==> config.mk <==
export PLATFORM = sky130hd
export DESIGN_NAME = crt_sync_generator
export DESIGN_NICKNAME = d
export VERILOG_FILES = /design/src/rtl/crt_sync_generator.sv
export SDC_FILE = /design/constraint.sdc
export NUM_CORES = 1
export LEC_CHECK = 0
export BUFFER_PORTS_ARGS = -buffer_cell sky130_fd_sc_hd__buf_2
export CAP_MARGIN = 15
export CORE_ASPECT_RATIO = 0.5
export CORE_MARGIN = 1.5
export CORE_UTILIZATION = 55
export CTS_BUF_LIST = sky130_fd_sc_hd__clkbuf_16
export DETAILED_ROUTE_END_ITERATION = 8
export GPL_ROUTABILITY_DRIVEN = 0
export PLACE_DENSITY = 0.87
export SLEW_MARGIN = 20
export SYNTH_ARGS = -nofsm -noshare
export SYNTH_HDL_FRONTEND = slang
export SYNTH_SLANG_ARGS = --single-unit
==> constraint.sdc <==
create_clock -name Clock -period 7.2 [get_ports Clock]
set_clock_uncertainty 0.1 [all_clocks]
set_input_delay 0.72 -clock Clock [delete_from_list [all_inputs] [get_ports Clock]]
set_output_delay 0.72 -clock Clock [all_outputs]
set_load 0.01 [all_outputs]
==> src/rtl/crt_sync_generator.sv <==
// CRT raster timing: pixel/line counters with registered, zero-latency sync and blanking decode.
// Optional FrameTick strobe is compiled in with `define CRT_SYNC_FRAME_TICK_EN.
module crt_sync_generator #(
    parameter int unsigned HDisplay    = 640,
    parameter int unsigned HFrontPorch = 16,
    parameter int unsigned HSyncPulse  = 96,
    parameter int unsigned HBackPorch  = 48,
    parameter int unsigned VDisplay    = 480,
    parameter int unsigned VFrontPorch = 10,
    parameter int unsigned VSyncPulse  = 2,
    parameter int unsigned VBackPorch  = 33,
    parameter int unsigned CounterSize = 10
) (
    input  logic                   Clock,
    input  logic                   Reset,
    input  logic                   PixelClock,
    output logic                   HSync,
    output logic                   VSync,
    output logic                   VideoOn,
    output logic [CounterSize-1:0] HCount,
    output logic [CounterSize-1:0] VCount
`ifdef CRT_SYNC_FRAME_TICK_EN
    ,
    output logic                   FrameTick
`endif
);

    localparam int unsigned HTotal     = HDisplay + HFrontPorch + HSyncPulse + HBackPorch;
    localparam int unsigned VTotal     = VDisplay + VFrontPorch + VSyncPulse + VBackPorch;
    localparam int unsigned HSyncStart = HDisplay + HFrontPorch;
    localparam int unsigned HSyncEnd   = HSyncStart + HSyncPulse;
    localparam int unsigned VSyncStart = VDisplay + VFrontPorch;
    localparam int unsigned VSyncEnd   = VSyncStart + VSyncPulse;

    localparam logic [CounterSize-1:0] HLast = CounterSize'(HTotal - 1);
    localparam logic [CounterSize-1:0] VLast = CounterSize'(VTotal - 1);
    localparam logic [CounterSize-1:0] One   = CounterSize'(1);

    logic                   pix_q;
    logic                   advance;
    logic [CounterSize-1:0] h_next;
    logic [CounterSize-1:0] v_next;
    logic                   hsync_next;
    logic                   vsync_next;
    logic                   video_next;

    // Outputs are decoded from the post-advance position so they line up with the counters.
    always_comb begin
        advance = PixelClock & ~pix_q;
        h_next  = HCount + One;
        v_next  = VCount;
        if (HCount == HLast) begin
            h_next = '0;
            if (VCount == VLast) begin
                v_next = '0;
            end else begin
                v_next = VCount + One;
            end
        end
        hsync_next = !((32'(h_next) >= HSyncStart) && (32'(h_next) < HSyncEnd));
        vsync_next = !((32'(v_next) >= VSyncStart) && (32'(v_next) < VSyncEnd));
        video_next = (32'(h_next) < HDisplay) && (32'(v_next) < VDisplay);
    end

    always_ff @(posedge Clock) begin
        if (Reset) begin
            pix_q   <= 1'b0;
            HCount  <= '0;
            VCount  <= '0;
            HSync   <= 1'b1;
            VSync   <= 1'b1;
            VideoOn <= 1'b1;
        end else begin
            pix_q <= PixelClock;
            if (advance) begin
                HCount  <= h_next;
                VCount  <= v_next;
                HSync   <= hsync_next;
                VSync   <= vsync_next;
                VideoOn <= video_next;
            end
        end
    end

`ifdef CRT_SYNC_FRAME_TICK_EN
    localparam logic [CounterSize-1:0] VDispCount = CounterSize'(VDisplay);

    // One-cycle strobe when the raster steps onto the first blanked line.
    always_ff @(posedge Clock) begin
        if (Reset) begin
            FrameTick <= 1'b0;
        end else begin
            FrameTick <= advance && (h_next == '0) && (v_next == VDispCount);
        end
    end
`endif

endmodule

-- Word-level counts from Yosys, hierarchy flattened
Cells that the tools add are included.
- register bits after elaboration: 24
- bits of input ports: 3
- output and inout port bits: 23
- word-level logic and storage cells: 26
- add/subtract/negate cells: 2
- $lt $le $gt $ge: 6
- equality and inequality tests: 2
- muxes and demuxes: 3
- bitwise logic cells: 2
- reduce and logical (&&, ||, !) cells: 5
- operators by type and width (operator ; count):
    $mux 10 ; 3
    $add 10x1->10 const B ; 2
    $eq 10x10->1 const B ; 2
    $lt 10x10->1 const B ; 2
    $lt 10x9->1 const B ; 2
    $ge 10x10->1 const B ; 1
    $ge 10x9->1 const B ; 1
    $logic_and 1x1->1 ; 3
    $logic_not 1->1 ; 2
    $and 1x1->1 ; 1
    $not 1->1 ; 1

-- Logic depth before layout (Yosys ltp)
Gate-level depths: netlist (run 1).
- word-level depth: 6
- depth in mapped cells: 9
- mapped depth without buffers: 8

-- Worst setup path after synthesis (run 1)
No wires, ideal clock.
- kind: register -> register
- start: register HCount[0]
- end: register VSync
- library setup time: 0.129 ns
- arrival time: 2.132 ns
- required time: 6.971 ns
- setup slack: 4.839 ns
- cell stages (with the launch flop): 9
- path buffers: 1
- period minus slack after synthesis: 2.361 ns
- path through: dfxtp_1 -> ha_1 -> clkbuf_1 -> nand3_1 -> or2_4 -> a2111oi_4 -> o211ai_1 -> nor4b_2 -> a31oi_1
- cells in the longest elaborated chain, start to end: 5
- elaborated cells on any way between the ends: 6
- classes of those cells: 2 x order compare; 1 x eq/ne; 1 x mux; 2 x reduce/logical
- ends and longest elaborated chain (element ; line ; RTL):
    start, declared ; 20 ; output logic [CounterSize-1:0] HCount,
    start signal, assigned ; 76 ; HCount <= h_next;
    $eq 10x10->1 * ; 52 ; if (HCount == HLast) begin
    $mux 10 * ; 52 ;
    $ge 10x9->1 or $lt 10x9->1 (tied branches) ; 61 ; vsync_next = !((32'(v_next) >= VSyncStart) && (32'(v_next) < VSyncEnd));
    $logic_and 1x1->1 * ; 61 ;
    $logic_not 1->1 * ; 61 ;
    end signal, assigned ; 79 ; VSync <= vsync_next;
    end, declared ; 18 ; output logic VSync,
Mark *: on every way between the ends. The rest lies on a longest branch, timed or not.
A chain may end at the register's enable or synchronous reset.

-- Worst setup path in the final report (run 1)
- start: register HCount[0]
- end: register VCount[3]
- cells in the longest elaborated chain, start to end: 2
- ends and longest elaborated chain (element ; line ; RTL):
    $eq 10x10->1 ; 52 ;
    $mux 10 ; 52 ;
    end signal, assigned ; 77 ; VCount <= v_next;
    end, declared ; 21 ; output logic [CounterSize-1:0] VCount
No other way between the ends.

==> impl_results.md, run 1 <==
* Post-Synth XOR/XNOR Area at 2.316%
* Die area at 3093 µm²
* DRC at 0
* GRT overflow at 0
* Max incr delay on CP at 540 ps
* Drt via density at 5.843
* Simple-gate portion of the synthesized area at 35.07%
* Clock Tree Root: clkbuf_16
* P_leak at 0.0006363 µW
* Total number of H-tree levels at 1
* Finish-stage setup viols at 0
* Slowest cell on crit path: or4b_1
* Clock transition at path regs at 60 ps
* Hold Violations, Final at 0
* Ports at 26
* FMAX at 355.9 MHz
* RSZ-0062 raised after global routing: false
* Sw Ratio at 22.70%
* Ys Warns at 0
* Via count at 1455
* Met2 routed WL at 1589 µm
* Flop and latch count out of synthesis at 24
* Post-Route Setup TNS at 0 ps
* Post-synth cell types at 45
* First-pass GRT wire length at 5589 µm
* Die height at 40.09 µm
* WL met3 at 253 µm
* Internal at 215.3 µW
* Setup bufs post-CTS at 0
* Post-synthesis mux area share at 1.985%
* Clk pwr share at 44.7%
* CP Cell Sequence: ha_1 -> nand3_1 -> nor3_4 -> nand2_1 -> or4b_1 -> a21oi_1
* Port bufs at 25
* Critical path class: flop to flop
* Metal-1 WL at 1594 µm
* Leading area contributor after synthesis: dfxtp_1
* Required @ worst endpoint at 7290 ps
* Worst Setup Start Kind: flop
* Max-slew violations at 0
* Sw Pwr at 63.22 µW
* Top cells by area, synth: dfxtp_1, a21oi_1, nor2_1
* Detailed Routing Iterations Pass 1 at 8
* Main combinational cell family by area after synthesis: simple AND/OR/NAND/NOR gates
* Initial core utilization at 58.13%
* Top FF cell, synth: dfxtp_1
* Crit path max fanout at 14
* Final worst-path cycle share at 39.02%
* Post-route ant nets at 0
* EDFF count, synth at 0
* Skew-Pair Late Insertion Delay at 260 ps
* CP arrival at 2900 ps
* Status: finished, final reports clean
* Final layout net count at 220
* Post-synth top cells: nor2_1, dfxtp_1, a21oi_1, nand2_1, o21ai_0
* Pwr dens at 162.4 nW/µm²
* Area share of the largest cell type after synthesis at 31.76%
* Synth Area in Compound Gates at 20.68%
* Vias in the first global route at 1219
* Top sig layer: met4
* Cts bufs inserted at 3
* Die Width at 77.17 µm
* Average wire per standard cell at 13.84 µm
* Minimum clock period after layout at 2810 ps
* Diode count at 0
* Synthesized area per cell at 7.797 µm²
* Initial DRC Count at 130
* Async SR Flop Fraction at 0%
* Post-Syn Instances at 194
* Mapped Nets at 201
* Resized Gates After CTS at 0
* Critical Path End Type: flop
* Post-Syn Area at 1513 µm²
* Clk buf depth at 2
* VDD IR max at 0.00009152 V
* Slew at the pin with the worst max-slew slack at 540.6 ps
* Count leader, synth: nor2_1
* # clock sinks at 24
* Hold Slack at 431.0 ps
* Core region area at 2603 µm²
* Synth Area in Adders at 3.309%
* CTS tree: yes
* GRT Total Usage at 23.63%
* Final wirelength at 3445 µm
* Sequential area share after synthesis at 31.76%
* Part of the power in combinational logic at 5.8%
* Cts hold-fix bufs at 0
* Area grow syn2layout at 13.40%
* Antenna violations before repair at 0
* Rows at 13
* Min-delay worst type: flop to flop
* Post-DP HPWL at 2294 µm
* Total power at 278.6 µW
* Largest net degree at the start of global routing at 27
* Seq pwr share at 49.6%
* Fraction of layout cells with a size suffix above 1 at 17.45%
* Max cap viols at 0
* Rel. slew slack at 63.69%
==> power groups by stage <==
stage | logic [µW] | clock network, µW | registers, µW
3_5_place_dp | 15.8 | 0 | 141
3_3_place_gp | 15.5 | 0 | 141
6_report | 16.0 | 124 | 138
4_1_cts | 16.0 | 124 | 138
2_1_floorplan | 10.1 | 0 | 142
5_1_grt | 17.9 | 130 | 139
==> flip-flops by register name, summed over array words and instances (netlist names) <==
name,count
VSync,1
HCount,10
HSync,1
VCount,10
VideoOn,1
pix_q,1
==> per-stage QoR <==
| step | setup slack, ps | instances | util (%) | cell area, µm² |
|---|---|---|---|---|
| floorplan | 4839 | 194 | - | 1513 |
| global placement | 4531 | 245 | 62.88 | 1637 |
| detailed placement | 4465 | 245 | 62.88 | 1637 |
| CTS | 4421 | 249 | 65.91 | 1715 |
| global route | 4127 | 249 | 65.91 | 1715 |
| finish | 4390 | 249 | 65.91 | 1715 |
==> metal layers <==
metal	track usage, %	vias to the layer above
li1	-	740
met1	30.77	660
met2	40.35	53
met3	5.000	2
met4	8.636	0
met5	0	-
==> worst max-delay path: cells and delay by family (launching register included) <==
| family | cells | cell delay (ps) |
|---|---|---|
| compound gates | 1 | 150 |
| simple gates | 4 | 1680 |
| flops | 1 | 460 |
| fa+ha+maj | 1 | 340 |
==> layout by cell type (no fill, tap or decap), drive strengths merged, types with 2 or more instances in the layout <==
master	count
nor2	26
buf	26
dfxtp	24
a21oi	21
nand2	20
o21ai	12
nor3	10
inv	5
nand3b	5
a31oi	5
nand3	5
nor2b	4
nand4	4
ha	4
or4b	3
mux2i	3
or3	3
clkbuf	3
nand2b	2
a211oi	2
nor4	2
nand4b	2
xor2	2
xnor2	2
or3b	2
==> logic make-up after synthesis <==
logic type      count (synthesis)
simple gates                   92
compound gates                 50
flops                          24
buf+inv                        17
xor+xnor                        4
fa+ha+maj                       4
mux                             3
==> worst paths after layout <==
path                     startpoint                     end  slack [ps]  cells past startpoint
max          HCount[0]$_SDFFE_PP0P_  VCount[3]$_SDFFE_PP0P_        4390                      6
min              HSync$_SDFFE_PP1P_      HSync$_SDFFE_PP1P_         430                      2
max reg2reg  HCount[0]$_SDFFE_PP0P_  VCount[3]$_SDFFE_PP0P_        4390                      6
min reg2reg      HSync$_SDFFE_PP1P_      HSync$_SDFFE_PP1P_         430                      2
==> cell type report <==
type,instances,area (µm²)
multi-input combinational,153,958.4
fill,227,887.1
sequential,24,480.5
timing repair buffer,26,132.6
clock buffer,3,75.07
tap,37,46.29
inverter,5,18.77
clock inverter,1,3.754
No activity file was read; power rests on OpenSTA's default activity.
==> run 2: changes to the inputs <==
- clock period: 7.2 -> 2.7 ns (I/O delays scaled with it)
==> impl_results.md, run 2 (synthesis results as in run 1) <==
* R2R depth at 7 (+1)
* Fraction of layout cells with a size suffix above 1 at 18.78% (+1.3 points)
* Worst Setup Start Kind: flop
* Finish-stage setup viols at 0 (unchanged)
* DP Area at 1644 µm² (+0.46%)
* Post-Route Setup TNS at 0 ps (unchanged)
* Die height at 40.09 µm (unchanged)
* Sequential Area at 480.5 µm² (unchanged)
* Largest net degree at the start of global routing at 27 (unchanged)
* Clock Tree Root: clkbuf_16
* Drt via density at 6.100 (+4.4%)
* Sw Pwr at 168.2 µW (+170%)
* Rel. slew slack at 60.10% (-3.6 points)
* CP arrival at 2560 ps (-340 ps)
* Pwr dens at 479.2 nW/µm² (+200%)
* Total number of H-tree levels at 1 (unchanged)
* Via count at 1525 (+4.8%)
* GRT overflow at 0 (unchanged)
* Most frequent cells in the layout: nor2_1, buf_2, dfxtp_1, a21oi_1, nand2_1
* Min-delay worst type: primary input to flop
* Number of fill cells at 209 (-7.9%)
* Core region area at 2603 µm² (unchanged)
* Final wirelength at 3634 µm (+5.5%)
* Clock transition at path regs at 60 ps (about the same)
* Final worst-path cycle share at 93.21% (+54 points)
* Die Width at 77.17 µm (unchanged)
* Area grow syn2layout at 15.80%
* Ports at 26 (unchanged)
* Cts hold-fix bufs at 0 (unchanged)
* Port bufs at 25 (unchanged)
* Required @ worst endpoint at 2740 ps (-4550 ps)
* Max cap viols at 0 (unchanged)
* RSZ-0062 raised after global routing: false
* Final layout net count at 221 (+0.45%)
* Clk pwr share at 51.0% (+6.3 points)
* First-pass GRT wire length at 5692 µm (+1.8%)
* Multi-input gate area at 960.9 µm² (+0.26%)
* DRC at 0 (unchanged)
* Critical Path End Type: flop
* Post-DP HPWL at 2442 µm (+6.4%)
* Hold Violations, Final at 0 (unchanged)
* Status: finished, final reports clean
* Internal at 671.2 µW (+210%)
* Part of the power in combinational logic at 5.1% (-0.7 points)
* Max-slew violations at 0 (unchanged)
* Initial DRC Count at 153 (+18%)
* Seq pwr share at 43.9% (-5.7 points)
* Initial core utilization at 58.13% (unchanged)
* Largest registers: HCount (10), VCount (10)
* GRT Total Usage at 25.04% (+1.4 points)
* Skew-Pair Late Insertion Delay at 260 ps (about the same)
* Commonest non-fill, non-tap cell in the layout: nor2_1
* Slew at the pin with the worst max-slew slack at 594.1 ps (+53.49 ps)
* Layout Utilization at 67.31% (+1.4 points)
* Diode count at 0 (unchanged)
* Cts bufs inserted at 3 (unchanged)
* Die area at 3093 µm² (unchanged)
* Clk buf depth at 2 (unchanged)
* Sw Ratio at 20.04% (-2.7 points)
* Critical path class: flop to flop
* Post-layout instance area at 1752 µm² (+2.1%)
* Dpl ws at 260.4 ps (-4204 ps)
* Average wire per standard cell at 14.54 µm (+5.1%)
* Detailed Routing Iterations Pass 1 at 5 (-3)
* Post-route ant nets at 0 (unchanged)
* # clock sinks at 24 (unchanged)
* Crit path max fanout at 8 (-6)
* VDD IR max at 0.0002607 V (+180%)
* FMAX at 397.4 MHz (+12%)
* Rows at 13 (unchanged)
* Vias in the first global route at 1222 (+0.25%)
* Antenna violations before repair at 0 (unchanged)
* Final worst slack at 183.4 ps (-4207 ps)
* CTS tree: yes
* WHS Path Cells at 2 (unchanged)
* Minimum clock period after layout at 2517 ps (-293.0 ps)
* P_leak at 0.0006517 µW (+2.4%)
[run 2: changes by cell type in the layout (fill, tap and decap cells not counted), sizes merged]
cell	before	now
buf	26	27
bufinv	0	1
clkinv	1	0
[run 2: layer usage]
| layer | up-vias | routed length [µm] | GRT usage [%] |
|---|---|---|---|
| met2 | 61 | 1711 | 43.20 |
| met3 | 18 | 204 | 7.045 |
| met4 | 0 | 139 | 16.36 |
| met5 | - | 0 | 0 |
| li1 | 736 | - | - |
| met1 | 710 | 1578 | 29.13 |
[run 2: power groups by stage]
stage                     logic (µW)  clock network (µW)  registers (µW)
final                           43.1                 428             368
after global routing            48.2                 455             370
after CTS                       43.3                 437             368
after detailed placement        43.2                   0             376
after global placement          42.0                   0             375
after floorplan                 27.0                   0             378
[run 2: path summary, 6_finish.rpt]
path | startpoint | endpoint | slack (ps)
hold / removal | PixelClock | pix_q$_SDFF_PP0_ | 160
setup / recovery | VCount[0]$_SDFFE_PP0P_ | VSync$_SDFFE_PP1P_ | 180
hold reg to reg | VCount[9]$_SDFFE_PP0P_ | VCount[9]$_SDFFE_PP0P_ | 410
setup reg to reg | VCount[0]$_SDFFE_PP0P_ | VSync$_SDFFE_PP1P_ | 180
[run 2: stage by stage]
stage                     cells  hold slack [ps]  power [µW]
final                       250            161.2       839.5
after global routing        250            166.0       872.7
after CTS                   250            162.8       848.3
after detailed placement    246            406.4       419.5
after global placement      246            403.6       417.4
after floorplan             194            298.2       404.7
[run 2: worst max-delay path, stage by stage, from the launching register on]
cell and delay, ps:
dfxtp_1 490, ha_1 320, nand2_1 170, or3b_1 430
a2111oi_4 360, o211ai_1 160, nor4b_2 250, a31oi_1 120
[run 2: layout make-up]
type,count,area share [%]
Clock buffer,3,4.286
Clock inverter,1,1.714
Multi-Input combinational cell,153,54.86
Sequential cell,24,27.43
Tap cell,37,2.643
Inverter,5,1.071
Timing Repair Buffer,27,8.000
[run 2: timing repair]
| item | 4_1_cts | 5_1_grt |
|---|---|---|
| setup buffers | 0 | 0 |
| endpoints found under the setup margin | 0 | 1 |
| gates resized for setup | 0 | 1 |
